[src/rtl/ram_bist_ctrl.sv]
// ram_bist_ctrl: single-port RAM self-test sequencer.
// Writes a pattern to every word, reads it back, and counts mismatches.
module ram_bist_ctrl #(
  parameter int DATA_W = 8,
  parameter int ADDR_W = 5,
  parameter int DEPTH  = 32,
  parameter int RD_LAT = 1
) (
  input  logic              sys_clk,
  input  logic              sys_rst_n,
  input  logic              start,
  input  logic [1:0]        mode,
  input  logic              loop,
  input  logic [DATA_W-1:0] ram_rd_data,
  output logic              ram_en,
  output logic              ram_we,
  output logic [ADDR_W-1:0] ram_addr,
  output logic [DATA_W-1:0] ram_wr_data,
  output logic              busy,
  output logic              done,
  output logic              pass,
  output logic [15:0]       err_cnt,
  output logic [ADDR_W-1:0] first_err_addr
);

  // state | meaning
  // IDLE  | waiting for start
  // WRITE | writing the pattern, one word per cycle
  // READ  | issuing read addresses, one per cycle
  // DRAIN | letting the last reads reach the checker
  // DONE  | one-cycle completion, pass updated
  typedef enum logic [2:0] {
    S_IDLE,
    S_WRITE,
    S_READ,
    S_DRAIN,
    S_DONE
  } state_t;

  localparam logic [ADDR_W-1:0] LAST_ADDR  = ADDR_W'(DEPTH - 1);
  localparam logic [2:0]        DRAIN_LOAD = 3'(RD_LAT);
  localparam logic [31:0]       ALT_ODD    = 32'hAAAA_AAAA;
  localparam logic [31:0]       ALT_EVEN   = 32'h5555_5555;

  function automatic logic [DATA_W-1:0] pattern(input logic [ADDR_W-1:0] a,
                                                input logic [1:0]        m,
                                                input logic [DATA_W-1:0] it);
    logic [DATA_W-1:0] aw;
    aw = DATA_W'(a);
    case (m)
      2'd0:    pattern = aw;
      2'd1:    pattern = ~aw;
      2'd2:    pattern = a[0] ? DATA_W'(ALT_ODD) : DATA_W'(ALT_EVEN);
      default: pattern = aw + it;
    endcase
  endfunction

  state_t              state_q, state_d;
  logic [1:0]          mode_q, mode_d;
  logic [DATA_W-1:0]   iter_q, iter_d;
  logic [2:0]          drain_cnt_q, drain_cnt_d;
  logic                ram_en_q, ram_en_d;
  logic                ram_we_q, ram_we_d;
  logic [ADDR_W-1:0]   ram_addr_q, ram_addr_d;
  logic [DATA_W-1:0]   ram_wr_data_q, ram_wr_data_d;
  logic                busy_q, busy_d;
  logic                done_q, done_d;
  logic                pass_q, pass_d;
  logic [15:0]         err_cnt_q, err_cnt_d;
  logic [ADDR_W-1:0]   first_err_addr_q, first_err_addr_d;

  // Stage 0 holds the read currently on the RAM port; stage RD_LAT is compared.
  logic [RD_LAT:0]     pl_v_q, pl_v_d;
  logic [ADDR_W-1:0]   pl_addr_q [RD_LAT+1];
  logic [ADDR_W-1:0]   pl_addr_d [RD_LAT+1];
  logic [DATA_W-1:0]   pl_exp_q  [RD_LAT+1];
  logic [DATA_W-1:0]   pl_exp_d  [RD_LAT+1];

  always_comb begin
    state_d          = state_q;
    mode_d           = mode_q;
    iter_d           = iter_q;
    drain_cnt_d      = drain_cnt_q;
    ram_en_d         = ram_en_q;
    ram_we_d         = ram_we_q;
    ram_addr_d       = ram_addr_q;
    pass_d           = pass_q;
    err_cnt_d        = err_cnt_q;
    first_err_addr_d = first_err_addr_q;

    if (pl_v_q[RD_LAT] && (ram_rd_data != pl_exp_q[RD_LAT])) begin
      if (err_cnt_q == 16'd0) first_err_addr_d = pl_addr_q[RD_LAT];
      if (err_cnt_q != 16'hFFFF) err_cnt_d = err_cnt_q + 16'd1;
    end

    case (state_q)
      S_IDLE, S_DONE: begin
        if (start) begin
          state_d          = S_WRITE;
          mode_d           = mode;
          iter_d           = '0;
          err_cnt_d        = '0;
          first_err_addr_d = '0;
          ram_en_d         = 1'b1;
          ram_we_d         = 1'b1;
          ram_addr_d       = '0;
        end else if ((state_q == S_DONE) && loop) begin
          state_d    = S_WRITE;
          iter_d     = iter_q + DATA_W'(1);
          ram_en_d   = 1'b1;
          ram_we_d   = 1'b1;
          ram_addr_d = '0;
        end else begin
          state_d = S_IDLE;
        end
      end
      S_WRITE: begin
        if (ram_addr_q == LAST_ADDR) begin
          state_d    = S_READ;
          ram_we_d   = 1'b0;
          ram_addr_d = '0;
        end else begin
          ram_addr_d = ram_addr_q + ADDR_W'(1);
        end
      end
      S_READ: begin
        if (ram_addr_q == LAST_ADDR) begin
          state_d     = S_DRAIN;
          ram_en_d    = 1'b0;
          ram_addr_d  = '0;
          drain_cnt_d = DRAIN_LOAD;
        end else begin
          ram_addr_d = ram_addr_q + ADDR_W'(1);
        end
      end
      S_DRAIN: begin
        if (drain_cnt_q == 3'd0) state_d = S_DONE;
        else drain_cnt_d = drain_cnt_q - 3'd1;
      end
      default: state_d = S_IDLE;
    endcase

    busy_d = (state_d == S_WRITE) || (state_d == S_READ) || (state_d == S_DRAIN);
    done_d = (state_d == S_DONE);
    if (state_d == S_DONE) pass_d = (err_cnt_d == 16'd0);
    ram_wr_data_d = ram_we_d ? pattern(ram_addr_d, mode_d, iter_d) : '0;

    pl_v_d[0]    = ram_en_d & ~ram_we_d;
    pl_addr_d[0] = ram_addr_d;
    pl_exp_d[0]  = pattern(ram_addr_d, mode_d, iter_d);
    for (int i = 1; i <= RD_LAT; i++) begin
      pl_v_d[i]    = pl_v_q[i-1];
      pl_addr_d[i] = pl_addr_q[i-1];
      pl_exp_d[i]  = pl_exp_q[i-1];
    end
  end

  always_ff @(posedge sys_clk or negedge sys_rst_n) begin
    if (!sys_rst_n) begin
      state_q          <= S_IDLE;
      mode_q           <= '0;
      iter_q           <= '0;
      drain_cnt_q      <= '0;
      ram_en_q         <= 1'b0;
      ram_we_q         <= 1'b0;
      ram_addr_q       <= '0;
      ram_wr_data_q    <= '0;
      busy_q           <= 1'b0;
      done_q           <= 1'b0;
      pass_q           <= 1'b0;
      err_cnt_q        <= '0;
      first_err_addr_q <= '0;
      pl_v_q           <= '0;
      for (int i = 0; i <= RD_LAT; i++) begin
        pl_addr_q[i] <= '0;
        pl_exp_q[i]  <= '0;
      end
    end else begin
      state_q          <= state_d;
      mode_q           <= mode_d;
      iter_q           <= iter_d;
      drain_cnt_q      <= drain_cnt_d;
      ram_en_q         <= ram_en_d;
      ram_we_q         <= ram_we_d;
      ram_addr_q       <= ram_addr_d;
      ram_wr_data_q    <= ram_wr_data_d;
      busy_q           <= busy_d;
      done_q           <= done_d;
      pass_q           <= pass_d;
      err_cnt_q        <= err_cnt_d;
      first_err_addr_q <= first_err_addr_d;
      pl_v_q           <= pl_v_d;
      for (int i = 0; i <= RD_LAT; i++) begin
        pl_addr_q[i] <= pl_addr_d[i];
        pl_exp_q[i]  <= pl_exp_d[i];
      end
    end
  end

  assign ram_en         = ram_en_q;
  assign ram_we         = ram_we_q;
  assign ram_addr       = ram_addr_q;
  assign ram_wr_data    = ram_wr_data_q;
  assign busy           = busy_q;
  assign done           = done_q;
  assign pass           = pass_q;
  assign err_cnt        = err_cnt_q;
  assign first_err_addr = first_err_addr_q;

endmodule

[config.mk]
export PLATFORM = sky130hd
export DESIGN_NAME = ram_bist_ctrl
export DESIGN_NICKNAME = d
export VERILOG_FILES = /design/src/rtl/ram_bist_ctrl.sv
export SDC_FILE = /design/constraint.sdc
export NUM_CORES = 1
export LEC_CHECK = 0
export CAP_MARGIN = 10
export CORE_MARGIN = 2
export CORE_UTILIZATION = 30
export DETAILED_ROUTE_END_ITERATION = 8
export SLEW_MARGIN = 5
export SYNTH_ARGS = -nofsm -noshare
export SYNTH_HDL_FRONTEND = slang
export SYNTH_SLANG_ARGS = --single-unit
[constraint.sdc]
create_clock -name sys_clk -period 3.6 [get_ports sys_clk]
set_input_delay 0.54 -clock sys_clk [delete_from_list [all_inputs] [get_ports sys_clk]]
set_output_delay 0.54 -clock sys_clk [all_outputs]
set_load 0.02 [all_outputs]
==> metrics.txt <==
outcome=finished clean; CP Class=register to register; fin worst setup slack=around 240 ps; syn_area_per_cell=9.98 sq um; Net Sw Frac=between 20% and 30%; CTS root buf=clkbuf_16; Ys Warns=0; Top cell by count, worst path=ha_1; first-pass GRT wire length=16100 microns; area delta synth->final=25.9%; Leak=2.22 nW; H-tree Lvls=3; internal power=1.75 mW; cts bufs inserted=9; cell count after placement=636; All-Layer GR Usage=14.2%; sequential cell area=around 2000 sq um; initial antenna violation count=0; fin. max-slew vios=0; Worst R2R Setup Slack=around 240 ps; fill cell count=1266; mapped cell area=~4000 sq um; Final HPWL DP=7260 microns; max-slew headroom at the worst pin=36.2%; Tcrit/Tclk final=93.2%; CP Capture Type=register; met2 usage=a little under a quarter; Final TNS setup=0 ps; Clock power frac=37.2%; largest net degree at the start of global routing=between 70 and 80; grt met1 use=~18%; clk_skew=7.36 ps; Pre-Repair DR Iteration Count=4; Final setup viols=0; share of layout cells above drive strength 1=11.6%; Mapped Nets=437; antenna viol nets, final=0; RSZ-0062 raised after global routing=no; Die Y=121 microns; detailed-route via count=3280; critical path's top delay family=adder cells; Iter 0 DRT Violations=301; Seq/Total Area, Yosys=47.6%; max-cap violation count=0; FFs w/ async S/R, synth=100%; Post-synth EDFFs=0; reg2reg start=pl_addr_d[1]$_DFF_PN0_; diodes inserted=0; initial core utilization=30.9%; die width=121 microns; Primary FF master, synth=dfrtp_1; final core utilization=between 30% and 40%; Yosys reg bits=just under 80; I/O pins=53; Final #Nets=~500; largest vdd supply drop=210 uV; Core Region=13300 sq um; grt met3 use=~4.0%; # hold bufs at CTS=0; GRT Max-Usage Layer=met2; CP max-delay cell=dfrtp_1; unique cell type count in the Yosys netlist=75; switching power=0.694 mW; site row count=42; worst path cell trace=ha_1, and3_1, ha_1, nor2_2, nand2_1, o21ai_2, ha_1, inv_1, fa_1, maj3_1, nor3_1, a211oi_1, xor2_1, a211oi_1; Req. time, crit path=~3800 ps; max incr delay on CP=430 ps; clk buf depth=2; Setup WS pre-CTS=around 130 ps; Post-Synthesis Cells=411; area of the multi-input gates=about 2000 sq um; Routed Wire Length=9900 microns; detailed-route vias per instance=around 5.0; clock slew at reported path FFs=60 ps; # clock sinks=approximately 80; WP data arrival=3580 ps; Worst Tran Pin Value=957 ps; worst skew pair latency=330 ps; Hold Vio Cnt, Final=0; CTS tree=yes; Max Fclk=298 MHz; Final min period=3360 ps; routability cong.=0.865; Worst Path Max Fanout=6; final cell count without fillers=approximately 650; vias in the first global route=approximately 3200; r2r endpoint=ram_wr_data[6]$_DFF_PN0_; Power Density=473 nW/um^2; hold slack=345 ps; startpoint types=register; port bufs=52; worst min path class=primary input to async pin; GRT overflow=0; routed len/inst=15.2 microns; R2R depth=14; Comb power frac=19.8%; sequential power share=42.9%; detailed-route DRC error count=0; CP Buf/Inv Count=1; die footprint=14600 sq um
## Yosys cell counts (all sizes together), types with 3 or more instances
cell type	number	area share, %
xnor2	15	3.2
xor2	13	2.8
and3	6	0.95
inv	23	2.1
nor4	12	1.8
nor3	9	1.1
and2	10	1.5
o21ba	3	0.73
o211a	3	0.73
buf	13	2.1
a21oi	23	2.9
or2	3	0.46
nand3	12	1.5
clkbuf	6	0.55
or3	9	1.4
o21ai	10	1.2
dfrtp	78	48
or4	6	1.2
mux2i	13	3.2
o31ai	3	0.88
nand2	34	3.3
ha	11	3.4
a21o	3	0.55
nor2	40	3.7
a211oi	4	0.85
nand4	10	1.5
## cell type report
type / count / area share (%)
multi-input combinational: 289 / 37.9
sequential: 78 / 37.8
timing repair buffer: 68 / 12.4
clock buffer: 12 / 4.97
tap: 176 / 4.26
inverter: 25 / 1.82
clock inverter: 3 / 0.848
## metrics by stage
| stage | cell area, sq um | total power [mW] |
|---|---|---|
| floorplan | 4100 | 1.32 |
| global placement | 4860 | 1.55 |
| detailed placement | 4860 | 1.55 |
| CTS | 5160 | 2.47 |
| global route | 5160 | 2.57 |
| finish | 5160 | 2.44 |
## cells in the final DEF, fill, tap and decap left out, types with 10 or more instances in the layout
cell | Yosys | routed
nor4_1 | 12 | 12
inv_1 | 23 | 23
xnor2_1 | 15 | 15
clkdlybuf4s50_1 | 0 | 51
xor2_1 | 13 | 13
buf_4 | 7 | 17
dfrtp_1 | 78 | 78
nand3_1 | 12 | 12
nand4_1 | 10 | 10
mux2i_1 | 13 | 13
nor2_1 | 40 | 39
ha_1 | 11 | 11
nand2_1 | 33 | 33
a21oi_1 | 22 | 22
## cell families after synthesis
family                   share of synthesized area [%]
AO/OA/AOI/OAI                                     12.8
adder cells (fa/ha/maj)                           4.36
multiplexers                                      3.17
buffers and inverters                             4.97
XOR/XNOR                                          5.98
AND/OR/NAND/NOR                                   21.1
flip-flops                                        47.6
## power groups by stage
stage	logic (mW)	registers, mW	clock network, mW
after floorplan	0.214	1.11	0
after global placement	0.482	1.06	0
after detailed placement	0.487	1.06	0
after CTS	0.489	1.05	0.933
after global routing	0.532	1.06	0.975
final	0.484	1.05	0.909
## routing by layer
metal,routed length [microns],vias to the layer above,part of all wire [%]
met2,4850,69,49
met4,225,0,2.3
met1,4380,1618,44
met5,0,-,0
met3,449,19,4.5
li1,-,1574,-
## sequential cells by signal, summed over array words and instances (netlist names)
name            cells
pl_addr_q           5
ram_en              1
done                1
busy                1
iter_q              8
state_q             3
mode_q              2
first_err_addr      5
drain_cnt_q         3
ram_we              1
err_cnt            16
pl_exp_q            8
pass                1
ram_wr_data         8
pl_exp_d            8
pl_v_q              2
pl_addr_d           5
## what timing repair did
action,CTS,global route
buffers inserted,0,0
endpoints found under the setup margin,0,2
resized for setup,0,2
## worst max-delay path by stage
stage,from,endpoint,slack [ps],depth (start not counted)
final,pl_addr_d[1]$_DFF_PN0_,ram_wr_data[6]$_DFF_PN0_,240,14
after global routing,pl_addr_d[1]$_DFF_PN0_,ram_wr_data[6]$_DFF_PN0_,30,14
after CTS,pl_addr_d[1]$_DFF_PN0_,ram_wr_data[6]$_DFF_PN0_,150,14
after detailed placement,start,ram_wr_data[4]$_DFF_PN0_,130,11
after global placement,ram_rd_data[5],pass$_DFFE_PN0P_,210,10
after floorplan,pl_addr_d[0]$_DFF_PN0_,ram_wr_data[6]$_DFF_PN0_,250,14
## worst register-to-register path, cell delays in order (launching register included)
cell	delay (ps)
dfrtp_1	430
ha_1	230
and3_1	190
ha_1	260
nor2_2	160
nand2_1	120
o21ai_2	160
ha_1	180
inv_1	50
fa_1	390
maj3_1	370
nor3_1	200
a211oi_1	80
xor2_1	160
a211oi_1	270
Power figures use the tool's default switching activity.
